`src/rtl/image_byte_loader.sv`:
```
// Receives host image bytes into a small FIFO and hands them to the image buffer
// one at a time over a level request / ack handshake, framing each image at FRAME_BYTES.
module image_byte_loader #(
   parameter int FRAME_BYTES = 113,
   parameter int FIFO_DEPTH  = 4,
   parameter int ACK_TIMEOUT = 16
) (
   input  logic       clk,
   input  logic       rst,
   input  logic       frame_start,
   input  logic [7:0] rx_byte,
   input  logic       rx_valid,
   input  logic       write_ready,
   input  logic       write_ack,
   output logic       clear_buffer,
   output logic [7:0] data_out,
   output logic       write_request,
   output logic       frame_done,
   output logic       busy,
   output logic       overflow_err,
   output logic       timeout_err,
   output logic [6:0] byte_count
);
   localparam int AW = $clog2(FIFO_DEPTH);
   localparam int TW = $clog2(ACK_TIMEOUT + 1);

   typedef enum logic [2:0] {IDLE, CLEAR, FETCH, REQ, WAIT_ACK, GAP, DONE, ERR} state_t;
   state_t state;

   logic [7:0]    mem [FIFO_DEPTH];
   logic [AW-1:0] rd_ptr, wr_ptr;
   logic [AW:0]   fill;
   logic [TW-1:0] timer;
   logic          last_byte, fifo_empty, fifo_full, accepting, flush, pop, push;

   assign last_byte  = (byte_count == 7'(FRAME_BYTES));
   assign fifo_empty = (fill == '0);
   assign fifo_full  = (fill == (AW+1)'(FIFO_DEPTH));
   assign accepting  = (state != IDLE) && (state != DONE);
   // Entering DONE flushes too, so trailing bytes of an over-long frame vanish.
   assign flush      = frame_start || ((state == GAP) && last_byte);
   assign pop        = !frame_start && (state == FETCH) && !fifo_empty && write_ready;
   assign push       = rx_valid && accepting && !flush && (!fifo_full || pop);

   always_ff @(posedge clk) begin
      if (push) mem[wr_ptr] <= rx_byte;
   end

   always_ff @(posedge clk or posedge rst) begin
      if (rst) begin
         rd_ptr       <= '0;
         wr_ptr       <= '0;
         fill         <= '0;
         overflow_err <= 1'b0;
      end else if (flush) begin
         rd_ptr <= '0;
         wr_ptr <= '0;
         fill   <= '0;
         if (frame_start) overflow_err <= 1'b0;
      end else begin
         if (push) wr_ptr <= wr_ptr + AW'(1);
         if (pop)  rd_ptr <= rd_ptr + AW'(1);
         if (push && !pop)      fill <= fill + (AW+1)'(1);
         else if (pop && !push) fill <= fill - (AW+1)'(1);
         if (rx_valid && accepting && fifo_full && !pop) overflow_err <= 1'b1;
      end
   end

   always_ff @(posedge clk or posedge rst) begin
      if (rst) begin
         state         <= IDLE;
         clear_buffer  <= 1'b0;
         data_out      <= '0;
         write_request <= 1'b0;
         frame_done    <= 1'b0;
         busy          <= 1'b0;
         timeout_err   <= 1'b0;
         byte_count    <= '0;
         timer         <= '0;
      end else begin
         clear_buffer <= 1'b0;
         frame_done   <= 1'b0;
         if (frame_start) begin
            state         <= CLEAR;
            clear_buffer  <= 1'b1;
            write_request <= 1'b0;
            busy          <= 1'b1;
            timeout_err   <= 1'b0;
            byte_count    <= '0;
            timer         <= '0;
         end else begin
            case (state)
               CLEAR: state <= FETCH;
               FETCH: begin
                  if (pop) begin
                     data_out      <= mem[rd_ptr];
                     write_request <= 1'b1;
                     timer         <= '0;
                     state         <= REQ;
                  end
               end
               REQ: begin
                  timer <= timer + TW'(1);
                  state <= WAIT_ACK;
               end
               WAIT_ACK: begin
                  // timer counts cycles with write_request high, including REQ
                  if (write_ack) begin
                     write_request <= 1'b0;
                     if (!last_byte) byte_count <= byte_count + 7'd1;
                     state <= GAP;
                  end else if (timer >= TW'(ACK_TIMEOUT - 1)) begin
                     write_request <= 1'b0;
                     timeout_err   <= 1'b1;
                     state         <= ERR;
                  end else begin
                     timer <= timer + TW'(1);
                  end
               end
               GAP: begin
                  if (last_byte) begin
                     state      <= DONE;
                     frame_done <= 1'b1;
                     busy       <= 1'b0;
                  end else begin
                     state <= FETCH;
                  end
               end
               default: ;
            endcase
         end
      end
   end
endmodule

```
`config.mk`:
```
export PLATFORM = sky130hd
export DESIGN_NAME = image_byte_loader
export DESIGN_NICKNAME = d
export VERILOG_FILES = /design/src/rtl/image_byte_loader.sv
export SDC_FILE = /design/constraint.sdc
export NUM_CORES = 1
export LEC_CHECK = 0
export CORE_MARGIN = 1.5
export CORE_UTILIZATION = 45
export DETAILED_ROUTE_END_ITERATION = 8
export PLACE_DENSITY = 0.69
export SLEW_MARGIN = 20
export SYNTH_ARGS = -nofsm -noshare
export SYNTH_HDL_FRONTEND = slang
export SYNTH_SLANG_ARGS = --single-unit
```
`constraint.sdc`:
```
create_clock -name clk -period 2.37 [get_ports clk]
set_input_delay 0.474 -clock clk [delete_from_list [all_inputs] [get_ports clk]]
set_output_delay 0.474 -clock clk [all_outputs]
set_load 0.05 [all_outputs]
```
==> qor_table.md <==
| Metric | Value | Unit |
| --- | --- | --- |
| Post-detailed-route via-to-cell ratio | 5.32 | - |
| All-layer global routing usage | 19.6 | % |
| Drc violations | 0 | - |
| Sequential fraction of design power | 44.4 | % |
| DR pass1 iterations | 4 | - |
| Post-DRT Antenna Nets | 0 | - |
| Pwr dens | 760 | mW/mm^2 |
| Post-synth EDFFs | 32 | - |
| Placed wire-length estimate | 4660 | um |
| Net switching component of the power | 1010 | uW |
| Required time reported for the critical path endpoint | 2630 | ps |
| RePlAce Congestion | 0.909 | - |
| Buffers on Ports | 34 | - |
| Clock network power share | 31.5 | % |
| Hold Crit Endpoint | data_out[5] | - |
| Switching share of power | 31.9 | % |
| Final hold violations | 0 | - |
| Register bit count reported by yosys | 68 | - |
| Crit path max-delay family | simple AND/OR/NAND/NOR gates | - |
| Startpoint of the lowest-slack hold path | data_out[5] | - |
| Internal portion of total power | 2150 | uW |
| Fraction of synthesis flops using an asynchronous set or reset pin | 52.9 | % |
| Number of H-tree levels | 3 | - |
| Largest area contributor in the synthesized netlist | sky130_fd_sc_hd__edfxtp_1 | - |
| Setup crit start kind | input pin | - |
| Critical path cell sequence | clkdlybuf4s50_1 > or4b_4 > nor2_4 > nor4_4 > fa_2 > inv_2 > nor4_4 > a41o_1 > a211oi_2 | - |
| Synth warnings | 0 | - |
| Maximum resistive drop on vdd | 0.376 | mV |
| First-pass GRT wire length | 11100 | um |
| Die outline width | 87.1 | um |
| Maximum single-stage delay on the critical path | 520 | ps |
| Average detailed-routed wire length per instance | 15.7 | um |
| Initial cell density of the core | 46.6 | % |
| Status | completed | - |
| Congestion Overflow GR | 0 | - |
| Vias after detailed routing | 2260 | - |
| Setup CP Type | in2reg | - |
| Number of nets in the finished design | 347 | - |
| Synth-to-Final Area Change | 30.8 | % |
| Logic gate share of total power | 24.2 | % |
| Summed instance area of the synthesized netlist | 0.00319 | mm^2 |
| Number of antenna violations at the first check in global routing | 0 | - |
| Sort of element at the end of the critical path | flip-flop | - |
| Final core utilization | 61.0 | % |
| Cts bufs inserted | 9 | - |
| Worst min-delay path category | reg2reg | - |
| Predominant post-synthesis flop cell | sky130_fd_sc_hd__dfrtp_1 | - |
| Total number of placement rows | 30 | - |
| Total nets after synthesis | 275 | - |
| Largest net degree at the start of global routing | 37 | - |
| Clock tree from TritonCTS | built | - |
| Max-cap violations | 0 | - |
| Arrival @ worst endpoint | 2560 | ps |
| Total number of cells along the worst setup path | 9 | - |
| Final critical delay including setup and external delays | 2300 | ps |
| Cell at the root of the clock tree | sky130_fd_sc_hd__clkbuf_8 | - |
| CP Buf/Inv Count | 2 | - |
| Placeable core region | 0.00683 | mm^2 |
| Total Routed Length | 6660 | um |
| Area contributors post-synth | sky130_fd_sc_hd__edfxtp_1 (30%), sky130_fd_sc_hd__dfrtp_1 (28%), sky130_fd_sc_hd__mux4_2 (5.7%), sky130_fd_sc_hd__nand2_1 (4.2%), sky130_fd_sc_hd__ha_1 (3.1%) | - |
| Post-synthesis average cell area | 12.6 | um^2 |
| Top-area cell type share of the netlist area | 30.2 | % |
| Share of the clock period used by the worst path | 97.1 | % |
| Die footprint | 0.00759 | mm^2 |
| Worst-case hold slack | 479 | ps |
| Worst Hold Depth | 2 | - |
| Layout cells sized above 1 | 25.5 | % |
| Worst-path maximum fanout | 2 | - |
| I/O Pins | 35 | - |
| Cell count after placement | 408 | - |
| Clock skew | 8.44 | ps |
| Clock Sinks | 68 | - |
| Via count of the first global-routing pass | 2211 | - |
| Leakage power of the design | 0.00167 | uW |
| Clock latency of the later-clocked register in the worst-skew pair | 350 | ps |
| Clock-pin slew on the worst setup and hold paths | 80 | ps |
| Maximum buffer depth of the clock tree | 2 | - |
| Number of distinct library cells after synthesis | 56 | - |
| Worst path slowest cell | sky130_fd_sc_hd__or4b_4 | - |
| Count of cells along the worst register-to-register path | 8 | - |
| Relative slew slack | 62.7 | % |
| Setup repair after global routing missed its margin | false | - |
| Violation count after the first detailed-route iteration | 246 | - |
| Final-report max-slew violation count | 0 | - |
| Cell occurring most often along the worst timing path | sky130_fd_sc_hd__nor4_4 | - |
| Number of setup violations in the final report | 0 | - |
| Overall die height | 87.1 | um |
| Inserted Diodes | 0 | - |
| Gate Count Post-Synth | 252 | - |
| Worst R2R Setup Slack | 80 | ps |
| Share of synthesized area occupied by flip-flops and latches | 58.4 | % |
| Maximum achievable frequency | 435 | MHz |
| Slew @ Worst Pin | 560 | ps |
| Final cell count without fillers | 425 | - |
| RR Startpoint | fill[2] | - |
| Critical R2R Capture | fill[2] | - |
## worst register-to-register path, cell delays in order, from the launching register on
cell	delay, ps
sky130_fd_sc_hd__dfrtp_1	470
sky130_fd_sc_hd__or3b_2	540
sky130_fd_sc_hd__a21oi_2	220
sky130_fd_sc_hd__nor4_4	60
sky130_fd_sc_hd__fa_2	370
sky130_fd_sc_hd__inv_2	90
sky130_fd_sc_hd__nor4_4	50
sky130_fd_sc_hd__a41o_1	220
sky130_fd_sc_hd__a211oi_2	190
## power by group through the flow
| stage | Clock [uW] | Sequential, uW | Combinational [uW] |
|---|---|---|---|
| after global placement | 0 | 1420 | 732 |
| after global routing | 1070 | 1420 | 822 |
| final | 996 | 1400 | 765 |
| after CTS | 1020 | 1400 | 754 |
| after floorplan | 0 | 1570 | 311 |
| after detailed placement | 0 | 1430 | 747 |
## worst max path at each step
stage	to	slack, ps	from
6_report	fill[2]	70	frame_start
5_1_grt	fill[2]	9	fill[2]
4_1_cts	fill[2]	1	fill[2]
3_5_place_dp	fill[2]	-290	frame_start
3_3_place_gp	fill[2]	-230	frame_start
2_1_floorplan	fill[2]	-40	frame_start
## kinds of logic after synthesis
kind of cell	count (synthesis)	synth area share, %
AO/OA/AOI/OAI	45	10.7
buffers and inverters	20	2.79
adder cells (fa/ha/maj)	9	3.77
AND/OR/NAND/NOR	93	16.1
XOR/XNOR	7	1.92
multiplexers	10	6.28
flip-flops	68	58.4
## per-layer routing
metal	vias up	share of wire [%]	global-route usage, %
met5	-	0	0
met4	0	1.6	8.66
met3	10	4.6	3.70
met2	62	46	28.9
met1	1107	48	28.4
li1	1081	-	-
## cell usage after synthesis (2+ instances only)
library cell	instances
sky130_fd_sc_hd__o211ai_1	2
sky130_fd_sc_hd__edfxtp_1	32
sky130_fd_sc_hd__a211o_1	2
sky130_fd_sc_hd__a21o_1	2
sky130_fd_sc_hd__o211a_1	2
sky130_fd_sc_hd__xor2_1	5
sky130_fd_sc_hd__a311oi_1	2
sky130_fd_sc_hd__and2_1	6
sky130_fd_sc_hd__a211oi_1	2
sky130_fd_sc_hd__buf_2	2
sky130_fd_sc_hd__or3_1	3
sky130_fd_sc_hd__mux2i_1	2
sky130_fd_sc_hd__a32o_1	2
sky130_fd_sc_hd__o31ai_1	4
sky130_fd_sc_hd__dfrtp_1	36
sky130_fd_sc_hd__clkbuf_1	3
sky130_fd_sc_hd__nand4_1	3
sky130_fd_sc_hd__a31oi_1	2
sky130_fd_sc_hd__nor2_1	17
sky130_fd_sc_hd__xnor2_1	2
sky130_fd_sc_hd__nor2b_1	3
sky130_fd_sc_hd__nand2b_1	2
sky130_fd_sc_hd__o21ai_0	7
sky130_fd_sc_hd__o32ai_1	3
sky130_fd_sc_hd__a21oi_1	7
sky130_fd_sc_hd__nand2_1	36
sky130_fd_sc_hd__o31a_1	2
sky130_fd_sc_hd__nor3_1	3
sky130_fd_sc_hd__nand3_1	5
sky130_fd_sc_hd__mux4_2	8
sky130_fd_sc_hd__ha_1	8
sky130_fd_sc_hd__inv_1	11
sky130_fd_sc_hd__buf_4	3
## sequential cells by signal, summed over array words and instances (netlist names)
signal / flops
frame_done: 1
state: 3
timeout_err: 1
overflow_err: 1
fill: 3
wr_ptr: 2
busy: 1
data_out: 8
rd_ptr: 2
mem: 32
clear_buffer: 1
byte_count: 7
write_request: 1
timer: 5
## stage by stage
step                      worst slack [ps]  TNS (ps)  power (uW)  instance area (um^2)
after floorplan                      -35.0     -35.0        1880                  3230
after global placement                -230     -3940        2150                  3930
after detailed placement              -288     -4750        2170                  3930
after CTS                             1.01         0        3180                  4140
after global routing                  8.89         0        3310                  4170
final                                 68.7         0        3160                  4170
## repair_timing
item,in CTS,in global routing
buffers inserted,0,1
endpoints found under the setup margin,1,1
gates resized for setup,1,4
hold buffers,0,0
pin swaps,0,2
## final cells by class
class                      count  area (um^2)
tap                           96          120
timing repair buffer          70          648
clock inverter                 7         83.8
inverter                      11         41.3
sequential                    68         1870
clock buffer                   9          124
fill                         546         2670
multi-input combinational    164         1280
## layout by cell type, fill, tap and decap left out, types with 2 or more instances in the layout
master                            instances
sky130_fd_sc_hd__nor2_1                  17
sky130_fd_sc_hd__nand3_1                  5
sky130_fd_sc_hd__o211a_1                  2
sky130_fd_sc_hd__nor3_1                   3
sky130_fd_sc_hd__o21ai_0                  7
sky130_fd_sc_hd__or3_1                    3
sky130_fd_sc_hd__mux4_2                   8
sky130_fd_sc_hd__a211o_1                  2
sky130_fd_sc_hd__inv_6                    2
sky130_fd_sc_hd__nor2b_1                  3
sky130_fd_sc_hd__xnor2_1                  2
sky130_fd_sc_hd__clkinv_4                 2
sky130_fd_sc_hd__nand2b_1                 2
sky130_fd_sc_hd__dfrtp_2                  6
sky130_fd_sc_hd__clkbuf_8                 9
sky130_fd_sc_hd__a32o_1                   2
sky130_fd_sc_hd__o32ai_1                  3
sky130_fd_sc_hd__xor2_1                   5
sky130_fd_sc_hd__a31oi_1                  2
sky130_fd_sc_hd__mux2i_1                  2
sky130_fd_sc_hd__ha_1                     8
sky130_fd_sc_hd__buf_12                   3
sky130_fd_sc_hd__clkdlybuf4s50_1         34
sky130_fd_sc_hd__o31ai_2                  3
sky130_fd_sc_hd__dfrtp_1                 30
sky130_fd_sc_hd__a311oi_1                 2
sky130_fd_sc_hd__o31a_1                   2
sky130_fd_sc_hd__edfxtp_1                32
sky130_fd_sc_hd__a21o_1                   2
sky130_fd_sc_hd__nand2_1                 36
sky130_fd_sc_hd__o211ai_1                 2
sky130_fd_sc_hd__a211oi_1                 2
sky130_fd_sc_hd__a21oi_1                  6
sky130_fd_sc_hd__and2_1                   6
sky130_fd_sc_hd__nand4_1                  3
sky130_fd_sc_hd__buf_4                   33
sky130_fd_sc_hd__nor4_4                   2
sky130_fd_sc_hd__inv_1                   10
(Power assumes the default switching activity.)
